## src/rtl/udma_extper_tx_arbiter_if.sv

```systemverilog
// Channel-side and uDMA-side handshake bundle of the external-peripheral TX arbiter.
// master: the arbiter; slave: the surrounding peripherals and uDMA TX port.
interface udma_extper_tx_arbiter_if #(
  parameter int NB_CH = 4
);
  logic [NB_CH-1:0]   ch_req_i;
  logic [2*NB_CH-1:0] ch_datasize_i;
  logic [NB_CH-1:0]   ch_gnt_o;
  logic [NB_CH-1:0]   ch_valid_o;
  logic [NB_CH-1:0]   ch_ready_i;
  logic [31:0]        ch_data_o;
  logic               data_tx_req_o;
  logic               data_tx_gnt_i;
  logic [1:0]         data_tx_datasize_o;
  logic [31:0]        data_tx_i;
  logic               data_tx_valid_i;
  logic               data_tx_ready_o;

  modport master (
    input  ch_req_i, ch_datasize_i, ch_ready_i, data_tx_gnt_i, data_tx_i, data_tx_valid_i,
    output ch_gnt_o, ch_valid_o, ch_data_o, data_tx_req_o, data_tx_datasize_o, data_tx_ready_o
  );

  modport slave (
    output ch_req_i, ch_datasize_i, ch_ready_i, data_tx_gnt_i, data_tx_i, data_tx_valid_i,
    input  ch_gnt_o, ch_valid_o, ch_data_o, data_tx_req_o, data_tx_datasize_o, data_tx_ready_o
  );
endinterface

```

## src/rtl/udma_extper_tx_arbiter.sv

```systemverilog
// Round-robin burst arbiter sharing one uDMA TX channel among NB_CH requesters.
// Optional macro UDMA_EXTPER_ARB_PRIO0_EN gives channel 0 absolute priority at arbitration.
module udma_extper_tx_arbiter #(
  parameter int NB_CH   = 4,
  parameter int BURST_W = 5,
  parameter int MAX_OUT = 2
) (
  input  logic                        clk_i,
  input  logic                        rst_i,
  input  logic [BURST_W-1:0]          cfg_burst_len_i,
  udma_extper_tx_arbiter_if.master    bus
);

  localparam int CH_W  = (NB_CH > 1) ? $clog2(NB_CH) : 1;
  localparam int OUT_W = $clog2(MAX_OUT + 1);

  typedef enum logic [1:0] {
    ST_IDLE  = 2'd0,
    ST_BURST = 2'd1,
    ST_DRAIN = 2'd2
  } state_t;

  state_t             r_state;
  state_t             w_state_nxt;
  logic [CH_W-1:0]    r_rr_ptr;
  logic [CH_W-1:0]    r_sel;
  logic [BURST_W-1:0] r_issued;
  logic [BURST_W-1:0] r_len;
  logic [OUT_W-1:0]   r_out;
  logic [1:0]         r_datasize;

  logic [CH_W-1:0]    w_win_rr;
  logic [CH_W-1:0]    w_win;
  logic [CH_W-1:0]    w_idx;
  logic               w_found;
  logic               w_any_req;
  logic               w_sel_req;
  logic               w_out_nz;
  logic               w_req;
  logic               w_ready;
  logic               w_gnt_hs;
  logic               w_beat;
  logic [BURST_W-1:0] w_issued_nxt;
  logic [BURST_W-1:0] w_len_cfg;
  logic [CH_W-1:0]    w_sel_inc;
  logic [CH_W-1:0]    w_rr_nxt;
  logic [OUT_W-1:0]   w_out_nxt;

  assign w_any_req    = |bus.ch_req_i;
  assign w_sel_req    = bus.ch_req_i[r_sel];
  assign w_out_nz     = (r_out != {OUT_W{1'b0}});
  assign w_req        = (r_state == ST_BURST) & w_sel_req & (r_issued < r_len)
                        & (r_out < OUT_W'(MAX_OUT));
  assign w_ready      = (r_state != ST_IDLE) & bus.ch_ready_i[r_sel] & w_out_nz;
  assign w_gnt_hs     = w_req & bus.data_tx_gnt_i;
  assign w_beat       = bus.data_tx_valid_i & w_ready;
  assign w_issued_nxt = r_issued + {{(BURST_W-1){1'b0}}, w_gnt_hs};
  assign w_len_cfg    = (cfg_burst_len_i == {BURST_W{1'b0}}) ? BURST_W'(1) : cfg_burst_len_i;
  assign w_sel_inc    = (r_sel == CH_W'(NB_CH - 1)) ? {CH_W{1'b0}} : (r_sel + CH_W'(1));

  // First requester at or after the round-robin pointer, searched cyclically.
  always_comb begin
    w_win_rr = {CH_W{1'b0}};
    w_found  = 1'b0;
    w_idx    = {CH_W{1'b0}};
    for (int k = 0; k < NB_CH; k++) begin
      w_idx = CH_W'((int'(r_rr_ptr) + k) % NB_CH);
      if (!w_found && bus.ch_req_i[w_idx]) begin
        w_found  = 1'b1;
        w_win_rr = w_idx;
      end else begin
        w_found  = w_found;
      end
    end
  end

`ifdef UDMA_EXTPER_ARB_PRIO0_EN
  // Channel 0 preempts the rotation and does not advance the pointer.
  assign w_win    = bus.ch_req_i[0] ? {CH_W{1'b0}} : w_win_rr;
  assign w_rr_nxt = (r_sel == {CH_W{1'b0}}) ? r_rr_ptr : w_sel_inc;
`else
  assign w_win    = w_win_rr;
  assign w_rr_nxt = w_sel_inc;
`endif

  // Next state; the burst closes on the cycle its last word is granted.
  always_comb begin
    w_state_nxt = r_state;
    case (r_state)
      ST_IDLE: begin
        if (w_any_req) w_state_nxt = ST_BURST;
        else           w_state_nxt = ST_IDLE;
      end
      ST_BURST: begin
        if ((w_issued_nxt == r_len) || !w_sel_req) w_state_nxt = ST_DRAIN;
        else                                        w_state_nxt = ST_BURST;
      end
      ST_DRAIN: begin
        if (!w_out_nz) w_state_nxt = ST_IDLE;
        else           w_state_nxt = ST_DRAIN;
      end
      default: w_state_nxt = ST_IDLE;
    endcase
  end

  // Outstanding words: a grant and a returned beat in the same cycle cancel.
  always_comb begin
    w_out_nxt = r_out;
    case ({w_gnt_hs, w_beat})
      2'b10:   w_out_nxt = r_out + OUT_W'(1);
      2'b01:   w_out_nxt = r_out - OUT_W'(1);
      default: w_out_nxt = r_out;
    endcase
  end

  // State, burst context and round-robin pointer.
  always_ff @(posedge clk_i) begin
    if (rst_i) begin
      r_state    <= ST_IDLE;
      r_rr_ptr   <= {CH_W{1'b0}};
      r_sel      <= {CH_W{1'b0}};
      r_issued   <= {BURST_W{1'b0}};
      r_len      <= {BURST_W{1'b0}};
      r_out      <= {OUT_W{1'b0}};
      r_datasize <= 2'b00;
    end else begin
      r_state <= w_state_nxt;
      r_out   <= w_out_nxt;
      if ((r_state == ST_IDLE) && w_any_req) begin
        r_sel      <= w_win;
        r_datasize <= bus.ch_datasize_i[{w_win, 1'b0} +: 2];
        r_len      <= w_len_cfg;
        r_issued   <= {BURST_W{1'b0}};
      end else if (r_state == ST_BURST) begin
        r_issued <= w_issued_nxt;
      end else begin
        r_issued <= r_issued;
      end
      if ((r_state == ST_DRAIN) && !w_out_nz) begin
        r_rr_ptr <= w_rr_nxt;
      end else begin
        r_rr_ptr <= r_rr_ptr;
      end
    end
  end

  assign bus.ch_gnt_o           = (r_state != ST_IDLE) ? (NB_CH'(1) << r_sel) : {NB_CH{1'b0}};
  assign bus.ch_valid_o         = (bus.data_tx_valid_i & w_out_nz) ? (NB_CH'(1) << r_sel)
                                                                    : {NB_CH{1'b0}};
  assign bus.ch_data_o          = bus.data_tx_i;
  assign bus.data_tx_req_o      = w_req;
  assign bus.data_tx_ready_o    = w_ready;
  assign bus.data_tx_datasize_o = r_datasize;

endmodule
```

## src/flat_wrapper.sv

```systemverilog
// flat-port wrapper written by rule: the top's interface ports become plain ports
module udma_extper_tx_arbiter_flat 
#(
  parameter int NB_CH   = 4,
  parameter int BURST_W = 5,
  parameter int MAX_OUT = 2
)
  (clk_i, rst_i, cfg_burst_len_i, bus_ch_req_i, bus_ch_datasize_i, bus_ch_ready_i, bus_data_tx_gnt_i, bus_data_tx_i, bus_data_tx_valid_i, bus_ch_gnt_o, bus_ch_valid_o, bus_ch_data_o, bus_data_tx_req_o, bus_data_tx_datasize_o, bus_data_tx_ready_o);
  udma_extper_tx_arbiter_if #(.NB_CH(NB_CH)) bus_i ();
  input  logic clk_i;
  input  logic rst_i;
  input  logic [BURST_W-1:0] cfg_burst_len_i;
  input wire logic [$bits(bus_i.ch_req_i)-1:0] bus_ch_req_i;
  input wire logic [$bits(bus_i.ch_datasize_i)-1:0] bus_ch_datasize_i;
  input wire logic [$bits(bus_i.ch_ready_i)-1:0] bus_ch_ready_i;
  input wire logic [$bits(bus_i.data_tx_gnt_i)-1:0] bus_data_tx_gnt_i;
  input wire logic [$bits(bus_i.data_tx_i)-1:0] bus_data_tx_i;
  input wire logic [$bits(bus_i.data_tx_valid_i)-1:0] bus_data_tx_valid_i;
  output wire logic [$bits(bus_i.ch_gnt_o)-1:0] bus_ch_gnt_o;
  output wire logic [$bits(bus_i.ch_valid_o)-1:0] bus_ch_valid_o;
  output wire logic [$bits(bus_i.ch_data_o)-1:0] bus_ch_data_o;
  output wire logic [$bits(bus_i.data_tx_req_o)-1:0] bus_data_tx_req_o;
  output wire logic [$bits(bus_i.data_tx_datasize_o)-1:0] bus_data_tx_datasize_o;
  output wire logic [$bits(bus_i.data_tx_ready_o)-1:0] bus_data_tx_ready_o;
  assign bus_i.ch_req_i = bus_ch_req_i;
  assign bus_i.ch_datasize_i = bus_ch_datasize_i;
  assign bus_i.ch_ready_i = bus_ch_ready_i;
  assign bus_i.data_tx_gnt_i = bus_data_tx_gnt_i;
  assign bus_i.data_tx_i = bus_data_tx_i;
  assign bus_i.data_tx_valid_i = bus_data_tx_valid_i;
  assign bus_ch_gnt_o = bus_i.ch_gnt_o;
  assign bus_ch_valid_o = bus_i.ch_valid_o;
  assign bus_ch_data_o = bus_i.ch_data_o;
  assign bus_data_tx_req_o = bus_i.data_tx_req_o;
  assign bus_data_tx_datasize_o = bus_i.data_tx_datasize_o;
  assign bus_data_tx_ready_o = bus_i.data_tx_ready_o;
  udma_extper_tx_arbiter #(.NB_CH(NB_CH), .BURST_W(BURST_W), .MAX_OUT(MAX_OUT)) u_core (.clk_i(clk_i), .rst_i(rst_i), .cfg_burst_len_i(cfg_burst_len_i), .bus(bus_i));
endmodule
```

## config.mk

```make
export PLATFORM = sky130hd
export DESIGN_NAME = udma_extper_tx_arbiter_flat
export DESIGN_NICKNAME = d
export VERILOG_FILES = /design/src/rtl/udma_extper_tx_arbiter_if.sv /design/src/rtl/udma_extper_tx_arbiter.sv /design/src/flat_wrapper.sv
export SDC_FILE = /design/constraint.sdc
export NUM_CORES = 1
export LEC_CHECK = 0
export BUFFER_PORTS_ARGS = -buffer_cell sky130_fd_sc_hd__buf_2
export CAP_MARGIN = 20
export CORE_MARGIN = 2
export CORE_UTILIZATION = 34
export DETAILED_ROUTE_END_ITERATION = 10
export GPL_ROUTABILITY_DRIVEN = 0
export PLACE_DENSITY = 0.69
export SYNTH_ARGS = -nofsm -noshare
export SYNTH_HDL_FRONTEND = slang
export SYNTH_SLANG_ARGS = --single-unit
```

## constraint.sdc

```tcl
create_clock -name clk_i -period 2.5 [get_ports clk_i]
set_input_delay 0.5 -clock clk_i [delete_from_list [all_inputs] [get_ports clk_i]]
set_output_delay 0.5 -clock clk_i [all_outputs]
set_load 0.005 [all_outputs]
```

==> qor.yml <==
power.share.sequential: 0.404
first_pass_iteration_count_of_the_detailed_router: 4
fmax_ghz: 0.411
initialDrtViolationCount: 30
reg2reg_from: "u_core.r_len[1]"
power.clock.fraction: 0.269
drc_errors: 0
die_area_um2: 5300
setup_ws_ns: 0.0648
dp_hpwl_mm: 2.66
port_buffers: 36
clock_path_buffers: 2
wire_length_of_the_first_global_routing_pass_mm: 5.46
setup_violations: 0
layout.cells.most_common: "sky130_fd_sc_hd__buf_2"
hold_path.startpoint: "cfg_burst_len_i[1]"
cts_tree: "done"
critPathKind: "reg -> reg"
run_status: "completed"
grt_util_all_layers: 0.129
final.fill_count: 478
instances_no_fill: 266
report.final.hold_viol_count: 0
p_int_uw: 631
cts-hold-fix-buffers: 0
area_growth_syn_to_layout_pct: 13.5
cp_data_arrival_time_ns: 2.62
seqCellArea_um2: 404
clk-insertion-delay-late_ns: 0.25
timing_max_transition_violations_final: 0
antenna_found_initial: 0
synth_fp_nets: 258
ys_types: 37
floorplan.die.height_um: 72.8
place.detailed.instances: 262
diodes: 0
p_comb_frac: 0.327
cts_max_level: 1
route.detailed.wl_per_inst_um: 12.2
sequential_to_total_area_share_from_yosys_stat: 0.249
post-place-ws_ns: -0.203
die_width_um: 72.8
netlist_instances: 190
rows: 25
tritoncts_num_sinks: 20
clock_skew_ns: 0.00354
nNetsFinal: 281
clk_transition_reported_paths_ns: 0.07
vdd.ir_drop.worst_mv: 0.220
maxSlewHeadroom: 0.711
tightestPinTransition_ns: 0.429
cts_root_buffer: "sky130_fd_sc_hd__clkbuf_8"
netSwitchingPower_uw: 271
grt_pass1_vias: 1235
period_share: 0.974
routed_wl_mm: 3.26
drv_cap: 0
drive_gt1_frac: 0.358
synth.cell_area_um2: 1610
starting_density_of_the_core: 0.348
totalPowerFinal_uw: 902
io_pins: 101
cts-buffers-inserted: 3
worstSetupEndpointType: "register"
num_vias: 1281
multiInputGateArea_um2: 941
grt_overflow_total: 0
grt_max_degree: 22
antenna_violating_nets_remaining: 0
most-common-layout-cells: "37 x sky130_fd_sc_hd__buf_2, 19 x sky130_fd_sc_hd__buf_4, 17 x sky130_fd_sc_hd__dfxtp_1"
power_density_nw_per_um2: 494
leakage_nw: 0.826
placeableCoreArea_um2: 4630
syn_area_per_cell_um2: 8.47
post_detailed_route_via_to_cell_ratio: 4.82
finalWorstPathRequiredPeriod_ns: 2.44
crit_path_max_fanout: 2
p_sw_frac: 0.300
hold_path_class: "in -> reg"
setup_repair_after_global_routing_missed_its_margin: "yes"
cp-start-kind: "register"
cp.required_ns: 2.69
ys_ff_latch: 20
crit_path_start: "u_core.r_len[1]"
yosys_warnings: 0
cell type report:
cell class,count,area share
Clock buffer,4,0.0302
Inverter,8,0.0164
Multi-Input combinational cell,124,0.515
Sequential cell,20,0.221
Tap cell,54,0.0370
Timing Repair Buffer,56,0.180
synthesized netlist by cell type (all sizes together):
cell	count	area [um^2]
and3	5	31.3
nand4	2	12.5
nand2	15	56.3
a21boi	1	7.51
nor4	2	12.5
or3	1	6.26
mux2i	9	90.1
nor3	9	45.0
nor2	10	37.5
o221ai	2	17.5
xnor2	7	61.3
nand3b	3	22.5
and3b	1	8.76
mux4	2	45.0
and2	1	6.26
o2bb2a	1	20.0
nand3	3	15.0
a21o	4	30.0
a21bo	1	10.0
nor3b	1	18.8
inv	8	30.0
or2	1	6.26
a21oi	13	68.8
dfxtp	20	400
ha	11	138
a311oi	1	8.76
nor2b	4	25.0
nand2b	5	31.3
xor2	6	52.6
buf	36	269
clkbuf	2	7.51
o21ai	2	10.0
and2b	1	7.51
power groups by stage:
| stage | clock network [mW] | registers [mW] | logic [mW] |
|---|---|---|---|
| global placement | 0 | 0.369 | 0.283 |
| CTS | 0.246 | 0.364 | 0.295 |
| finish | 0.243 | 0.364 | 0.295 |
| floorplan | 0 | 0.375 | 0.214 |
| detailed placement | 0 | 0.370 | 0.290 |
| global route | 0.261 | 0.367 | 0.329 |
sequential cells by signal (all words and copies together) (netlist names):
register	cells
u_core.r_issued	5
u_core.r_state	2
u_core.r_len	5
u_core.bus.data_tx_datasize_o	2
u_core.r_out	2
u_core.r_sel	2
u_core.r_rr_ptr	2
critical path, stage by stage, from the launching register on:
cell and delay (ns):
sky130_fd_sc_hd__dfxtp_2 0.34, sky130_fd_sc_hd__inv_2 0.04, sky130_fd_sc_hd__ha_4 0.20, sky130_fd_sc_hd__a21o_1 0.15, sky130_fd_sc_hd__a21o_1 0.16, sky130_fd_sc_hd__a21o_1 0.21, sky130_fd_sc_hd__a21boi_2 0.15, sky130_fd_sc_hd__ha_2 0.22
sky130_fd_sc_hd__ha_4 0.21, sky130_fd_sc_hd__xor2_1 0.14, sky130_fd_sc_hd__nor2_1 0.11, sky130_fd_sc_hd__nand4_1 0.13, sky130_fd_sc_hd__a21o_1 0.20, sky130_fd_sc_hd__a21oi_1 0.13
worst paths after layout:
path / to / slack, ns / cells after the start
max reg2reg: u_core.r_state[1] / 0.06 / 13
min: u_core.r_len[1] / 0.48 / 3
min reg2reg: u_core.bus.data_tx_datasize_o[1] / 0.51 / 2
max: u_core.r_state[1] / 0.06 / 13
stage by stage:
step	hold WS (ns)	cell area [um^2]	setup TNS, ns	util
2_1_floorplan	0.461	1610	0	-
3_3_place_gp	0.485	1720	-0.172	0.372
3_5_place_dp	0.487	1730	-0.322	0.374
4_1_cts	0.485	1800	0	0.390
5_1_grt	0.492	1830	-0.0778	0.394
6_report	0.482	1830	0	0.394
per-layer routing:
metal  part of all wire  up-vias  global-route usage
li1                   -      661                   -
met4             0.0052        0              0.0494
met1               0.48      589               0.172
met5                  0        -                   0
met3              0.041        4              0.0221
met2               0.48       27               0.209
kinds of logic after synthesis:
kind of cell,after synthesis,share of synthesized area
AO/OA/AOI/OAI,25,0.107
XOR/XNOR,13,0.0708
adder cells (fa/ha/maj),11,0.0855
buffers and inverters,46,0.191
flip-flops,20,0.249
multiplexers,11,0.0840
AND/OR/NAND/NOR,64,0.213
repair_timing:
item / 4_1_cts / 5_1_grt
buffers inserted: 0 / 0
gates resized for setup: 6 / 4
pin swaps: 8 / 15
setup endpoints to repair: 2 / 4
Power figures use the tool's default switching activity.
